## config.mk

```make
export PLATFORM = sky130hd
export DESIGN_NAME = kpscan
export DESIGN_NICKNAME = d
export VERILOG_FILES = /design/src/rtl/kp_pkg.sv /design/src/rtl/kp_sync2.sv /design/src/rtl/kpscan.sv
export SDC_FILE = /design/constraint.sdc
export NUM_CORES = 1
export LEC_CHECK = 0
export ABC_CLOCK_PERIOD_IN_PS = 2750
export CORE_ASPECT_RATIO = 1.2
export CORE_MARGIN = 8
export CORE_UTILIZATION = 40
export CTS_CLUSTER_SIZE = 28
export DETAILED_ROUTE_END_ITERATION = 6
export PLACE_DENSITY = 0.54
export SETUP_SLACK_MARGIN = 0.1
export SYNTH_ARGS = -nofsm -noshare
export SYNTH_HDL_FRONTEND = slang
export SYNTH_SLANG_ARGS = --single-unit
export TNS_END_PERCENT = 10
```

## constraint.sdc

```tcl
create_clock -name clk -period 2.75 [get_ports clk]
set_input_delay 0.825 -clock clk [delete_from_list [all_inputs] [get_ports clk]]
set_output_delay 0.825 -clock clk [all_outputs]
set_load 0.005 [all_outputs]
```

## src/rtl/kp_pkg.sv

```systemverilog
// Shared types, column/key constants and helpers for the 4x4 keypad scanner.
// The key map matches the wirecutter front-panel legend.
package kp_pkg;

    typedef enum logic [1:0] {SCAN, DEBOUNCE, HELD} kp_state_t;

    localparam logic [3:0] COL0     = 4'b0111;
    localparam logic [3:0] COL1     = 4'b1011;
    localparam logic [3:0] COL2     = 4'b1101;
    localparam logic [3:0] COL3     = 4'b1110;
    localparam logic [3:0] ROW_IDLE = 4'b1111;

    localparam logic [3:0] KEY_STOP = 4'hA;
    localparam logic [3:0] KEY_GO   = 4'hB;
    localparam logic [3:0] KEY_LOCK = 4'hC;
    localparam logic [3:0] KEY_ENT  = 4'hD;
    localparam logic [3:0] KEY_ESC  = 4'hE;
    localparam logic [3:0] KEY_PWR  = 4'hF;

    // Exactly one row pulled low.
    function automatic logic kp_row_valid(input logic [3:0] rs);
        case (rs)
            4'b0111, 4'b1011, 4'b1101, 4'b1110: kp_row_valid = 1'b1;
            default:                            kp_row_valid = 1'b0;
        endcase
    endfunction

    function automatic logic [3:0] kp_next_col(input logic [3:0] col);
        kp_next_col = {col[0], col[3:1]};
    endfunction

    function automatic logic [1:0] kp_idx(input logic [3:0] v);
        case (v)
            4'b0111: kp_idx = 2'd0;
            4'b1011: kp_idx = 2'd1;
            4'b1101: kp_idx = 2'd2;
            4'b1110: kp_idx = 2'd3;
            default: kp_idx = 2'd0;
        endcase
    endfunction

    function automatic logic [3:0] kp_map(input logic [3:0] kpc, input logic [3:0] kpr);
        case ({kp_idx(kpr), kp_idx(kpc)})
            4'd0:    kp_map = 4'h1;
            4'd1:    kp_map = 4'h2;
            4'd2:    kp_map = 4'h3;
            4'd3:    kp_map = KEY_STOP;
            4'd4:    kp_map = 4'h4;
            4'd5:    kp_map = 4'h5;
            4'd6:    kp_map = 4'h6;
            4'd7:    kp_map = KEY_GO;
            4'd8:    kp_map = 4'h7;
            4'd9:    kp_map = 4'h8;
            4'd10:   kp_map = 4'h9;
            4'd11:   kp_map = KEY_LOCK;
            4'd12:   kp_map = KEY_ENT;
            4'd13:   kp_map = 4'h0;
            4'd14:   kp_map = KEY_ESC;
            default: kp_map = KEY_PWR;
        endcase
    endfunction

endpackage

```

## src/rtl/kp_sync2.sv

```systemverilog
// Two-flop synchronizer for the active-low row sense lines; resets to idle.
module kp_sync2
    import kp_pkg::*;
(
    input  logic       clk,
    input  logic       reset_n,
    input  logic [3:0] d,
    output logic [3:0] q
);

    logic [3:0] meta;

    always_ff @(posedge clk or negedge reset_n) begin
        if (!reset_n) begin
            meta <= ROW_IDLE;
            q    <= ROW_IDLE;
        end else begin
            meta <= d;
            q    <= meta;
        end
    end

endmodule

```

## src/rtl/kpscan.sv

```systemverilog
// 4x4 keypad scanner: one-cold column drive, debounced press/release,
// one key code per press delivered over valid/ready with sticky overrun.
module kpscan
    import kp_pkg::*;
#(
    parameter int SCAN_DIV = 50000,
    parameter int DB_SCANS = 20
) (
    input  logic       clk,
    input  logic       reset_n,
    input  logic [3:0] kpr,
    output logic [3:0] kpc,
    output logic       kphit,
    output logic       key_valid,
    input  logic       key_ready,
    output logic [3:0] key_code,
    output logic       overrun
);

    localparam int DW = $clog2(SCAN_DIV);
    localparam int CW = $clog2(DB_SCANS + 1);

    logic [3:0]    rs;
    logic [DW-1:0] dwell;
    logic [CW-1:0] dbcnt, dbcnt_n;
    logic [3:0]    cap, cap_n;
    logic [3:0]    kpc_n;
    kp_state_t     state, state_n;
    logic          kphit_n, kv_n, ov_n, emit, sample, xfer;
    logic [3:0]    kc_n;

    kp_sync2 u_sync (
        .clk     (clk),
        .reset_n (reset_n),
        .d       (kpr),
        .q       (rs)
    );

    assign sample = (dwell == DW'(SCAN_DIV - 1));
    assign xfer   = key_valid & key_ready;

    always_ff @(posedge clk or negedge reset_n) begin
        if (!reset_n) dwell <= '0;
        else          dwell <= sample ? '0 : dwell + DW'(1);
    end

    // Scan/debounce FSM; dbcnt serves as press count in DEBOUNCE and release count in HELD.
    always_comb begin
        state_n = state;
        kpc_n   = kpc;
        dbcnt_n = dbcnt;
        cap_n   = cap;
        kphit_n = kphit;
        emit    = 1'b0;
        case (state)
            SCAN: begin
                if (sample) begin
                    if (kp_row_valid(rs)) begin
                        cap_n   = rs;
                        dbcnt_n = CW'(1);
                        state_n = DEBOUNCE;
                    end else begin
                        kpc_n = kp_next_col(kpc);
                    end
                end
            end
            DEBOUNCE: begin
                if (sample) begin
                    if (rs == cap) begin
                        if (dbcnt == CW'(DB_SCANS - 1)) begin
                            emit    = 1'b1;
                            kphit_n = 1'b1;
                            dbcnt_n = '0;
                            state_n = HELD;
                        end else begin
                            dbcnt_n = dbcnt + CW'(1);
                        end
                    end else begin
                        dbcnt_n = '0;
                        kpc_n   = kp_next_col(kpc);
                        state_n = SCAN;
                    end
                end
            end
            HELD: begin
                if (sample) begin
                    if (rs == ROW_IDLE) begin
                        if (dbcnt == CW'(DB_SCANS - 1)) begin
                            kphit_n = 1'b0;
                            dbcnt_n = '0;
                            kpc_n   = kp_next_col(kpc);
                            state_n = SCAN;
                        end else begin
                            dbcnt_n = dbcnt + CW'(1);
                        end
                    end else begin
                        dbcnt_n = '0;
                    end
                end
            end
            default: begin
                dbcnt_n = '0;
                state_n = SCAN;
            end
        endcase
    end

    // A transfer in the emit cycle frees the slot, so the new key loads without overrun.
    always_comb begin
        kv_n = key_valid;
        kc_n = key_code;
        ov_n = overrun;
        if (xfer) begin
            kv_n = 1'b0;
            ov_n = 1'b0;
        end
        if (emit) begin
            if (!key_valid || xfer) begin
                kv_n = 1'b1;
                kc_n = kp_map(kpc, cap);
            end else begin
                ov_n = 1'b1;
            end
        end
    end

    always_ff @(posedge clk or negedge reset_n) begin
        if (!reset_n) begin
            state     <= SCAN;
            kpc       <= COL0;
            dbcnt     <= '0;
            cap       <= ROW_IDLE;
            kphit     <= 1'b0;
            key_valid <= 1'b0;
            key_code  <= 4'h0;
            overrun   <= 1'b0;
        end else begin
            state     <= state_n;
            kpc       <= kpc_n;
            dbcnt     <= dbcnt_n;
            cap       <= cap_n;
            kphit     <= kphit_n;
            key_valid <= kv_n;
            key_code  <= kc_n;
            overrun   <= ov_n;
        end
    end

endmodule

```

==> flow_metrics.env <==
export IMPL_status="complete, no violations"
export IMPL_worstSetupPathType="register to register"
export IMPL_cp_slowest_cell="dfstp_2"
export IMPL_die_area_mm2=0.008865
export IMPL_topRoutingLayerUsed="met4"
export IMPL_area_growth_pct=15.18
export IMPL_critPathMaxFanout=5
export IMPL_drt_iter0_markers=92
export IMPL_antenna_cells=0
export IMPL_setup_viol=0
export IMPL_swShare=0.2052
export IMPL_finalCoreUtilization=0.4705
export IMPL_ys_types=51
export IMPL_p_int_mw=0.9739
export IMPL_drive_gt1_frac=0.1786
export IMPL_hold_path_class="register to register"
export IMPL_synth_edf_count=0
export IMPL_dieHeight_um=101.6
export IMPL_clock_tree_root_cell="clkbuf_8"
export IMPL_syn_inst=231
export IMPL_fin_skew_ns=0.006805
export IMPL_wl_met3_um=160
export IMPL_dpl_worst_slack_ns=0.5014
export IMPL_dieWidth_um=87.30
export IMPL_dpl_hpwl_um=3310
export IMPL_cts_setup_buffers=0
export IMPL_post_cts_resized=0
export IMPL_pwr_share_seq=0.566
export IMPL_core_area_mm2=0.005973
export IMPL_power_density_mw_per_mm2=436.0
export IMPL_clock_latency_ns=0.30
export IMPL_grt_usage=0.1162
export IMPL_synth_nets=245
export IMPL_drv_cap=0
export IMPL_fin_ws_ns=0.4784
export IMPL_firstDrtPassIters=4
export IMPL_tightest_slew_ns=0.5695
export IMPL_ios=18
export IMPL_route_detailed_drc=0
export IMPL_finalPower_mw=1.225
export IMPL_synthTopCellsByArea="dfrtp_1 (32%), dfstp_2 (16%), mux2_2 (5.5%)"
export IMPL_ys_flop_type="dfrtp_1"
export IMPL_p_switching_mw=0.2515
export IMPL_cts_hold_buf=0
export IMPL_met1_length_um=2213
export IMPL_cts_sinks=46
export IMPL_grt_setup_unrepaired="false"
export IMPL_drtAntennaViolNets=0
export IMPL_period_share=0.8260
export IMPL_cts_path_max_buffers=2
export IMPL_drt_total_wl_um=4674
export IMPL_viasPerCell=5.159
export IMPL_r2r_setup_slack_ns=0.48
export IMPL_final_cells=334
export IMPL_crit_path_cell_trace="xor2_1 -> and3_1 -> inv_1 -> ha_1 -> a21oi_1 -> a311o_1 -> o21ai_0 -> a21oi_1 -> o41ai_2"
export IMPL_fin_setup_tns_ns=0
export IMPL_wl_met2_um=2249
export IMPL_grt_pass1_vias=1759
export IMPL_antenna_found_initial=0
export IMPL_crit_arrival_ns=2.47
export IMPL_cp_end_kind="register"
export IMPL_yosysWarnings=0
export IMPL_maxSlewHeadroom=0.6203
export IMPL_slew_viol_final=0
export IMPL_nFillCells=592
export IMPL_cts_tree="built"
export IMPL_worstSetupStartpointType="register"
export IMPL_synthesis_area_mm2=0.002440
export IMPL_cts_made_buffers=5
export IMPL_via_count=1723
export IMPL_start_util=0.4085
export IMPL_synth_async_reset_ratio=1.000
export IMPL_dp_cells=326
export IMPL_p_clk_frac=0.403
export IMPL_rows=31
export IMPL_cts_htree_levels=2
export IMPL_final_nets=265
export IMPL_wl_per_cell_um=13.99
export IMPL_portBuffers=17
export IMPL_synth_seq_cells=46
export IMPL_grt_pass1_wl_um=8176
export IMPL_synth_top_area_frac=0.3179
export IMPL_clkTransAtPathRegs_ns=0.09
export IMPL_ys_seq_area_frac=0.4795
export IMPL_fmaxAchievable_ghz=0.4402
export IMPL_hold_violations=0
export IMPL_place_congestion=0.7883
export IMPL_cp_required_ns=2.95
export IMPL_combPwrFrac=0.030
export IMPL_avgSynthCellArea_um2=10.56
export IMPL_yosysTopAreaCell="dfrtp_1"
export IMPL_cpMostUsedCell="a21oi_1"
export IMPL_vdd_ir_drop_max_uv=351.7
export IMPL_min_period_ns=2.272
export IMPL_p_leak_nw=1.185
export IMPL_grt_max_degree=27
export IMPL_slowest_delay_ns=0.58
export IMPL_gr_total_overflow=0
==> cell type report <==
cell class	count	area (um2)	area share
clock buffer	6	72.57	0.02582
clock inverter	2	37.54	0.01336
inverter	10	37.54	0.01336
multi-input combinational	169	1197	0.4261
sequential	46	1170	0.4163
tap	82	102.6	0.03651
timing repair buffer	19	192.7	0.06857
==> through the flow <==
stage,hold WS [ns],area (um2)
floorplan,0.3452,2440
global placement,0.3463,2700
detailed placement,0.3468,2700
CTS,0.3525,2810
global route,0.3636,2810
finish,0.3504,2810
==> worst max-delay path: cells and delay by family, from the launching register on <==
| family | cells | cell delay (ns) |
|---|---|---|
| simple gates | 1 | 0.27 |
| compound gates | 5 | 0.74 |
| flops | 1 | 0.58 |
| fa+ha+maj | 1 | 0.33 |
| xor+xnor | 1 | 0.14 |
| buf+inv | 1 | 0.11 |
==> cells in the mapped netlist, types with 2 or more instances <==
cell type and instances:
a21oi_1 10, a31oi_1 2, and3_1 4, and4bb_2 2, buf_1 2, dfrtp_1 31, dfstp_2 15, ha_1 7
inv_1 10, mux2_2 12, nand2_1 17, nand2b_1 2, nand3_1 16, nand4_1 8, nand4b_1 3, nor2_1 16
nor2b_1 4, nor3_1 3, nor4b_1 2, o211ai_1 4, o21ai_0 10, o2bb2ai_1 2, o31ai_1 2, xnor2_1 6
xor2_1 15
==> worst paths after layout <==
path	from	endpoint	depth (start not counted)
max	kpc[0]	key_code[2]	9
min in group asynchronous	reset_n	key_code[0]	1
max in group asynchronous	reset_n	u_sync.q[1]	2
max reg2reg	kpc[0]	key_code[2]	9
min	u_sync.meta[3]	u_sync.q[3]	0
min reg2reg	u_sync.meta[3]	u_sync.q[3]	0
==> cells by family (layout without fill, tap and decap cells) <==
group | after synthesis | in the layout | synth area share
buffers and inverters | 16 | 37 | 0.02974
xor gates and xnor gates | 21 | 21 | 0.07539
AOI/OAI and AO/OA | 40 | 40 | 0.1133
and+or+nand+nor | 87 | 87 | 0.2026
adders and majority gates | 8 | 8 | 0.04000
muxes | 13 | 13 | 0.05949
DFF | 46 | 46 | 0.4795
==> layer usage <==
metal,up-vias,track usage
met5,-,0
met3,4,0.02516
met2,19,0.1945
li1,871,-
met4,0,0.04377
met1,829,0.1418
==> power by group through the flow <==
stage | registers [mW] | logic (mW) | clock network [mW]
global placement | 0.706 | 0.0378 | 0
finish | 0.694 | 0.0371 | 0.494
CTS | 0.694 | 0.0388 | 0.517
floorplan | 0.705 | 0.0113 | 0
detailed placement | 0.706 | 0.0386 | 0
global route | 0.696 | 0.0427 | 0.537
==> sequential cells by signal (all words and copies together) (netlist names) <==
| register | flops |
|---|---|
| u_sync.meta | 4 |
| dbcnt | 5 |
| overrun | 1 |
| key_code | 4 |
| cap | 4 |
| kpc | 4 |
| state | 2 |
| u_sync.q | 4 |
| kphit | 1 |
| key_valid | 1 |
| dwell | 16 |
==> cells in the final DEF, fill, tap and decap left out, types with 2 or more instances in the layout <==
master	synthesis	layout
clkbuf_8	0	5
mux2_2	12	12
nand2_1	17	17
nor3_1	3	3
and4bb_2	2	2
clkdlybuf4s50_1	0	16
o2bb2ai_1	2	2
a21oi_1	10	10
and3_1	4	4
o31ai_1	2	2
xnor2_1	6	6
dfstp_2	15	15
nor2b_1	4	4
nor4b_1	2	2
nand3_1	16	16
a31oi_1	2	2
o21ai_0	10	10
o211ai_1	4	4
ha_1	7	7
nand4_1	8	8
inv_1	10	10
nand4b_1	3	3
xor2_1	15	15
dfrtp_1	31	31
nand2b_1	2	2
nor2_1	16	16
No activity file was read; power rests on OpenSTA's default activity.
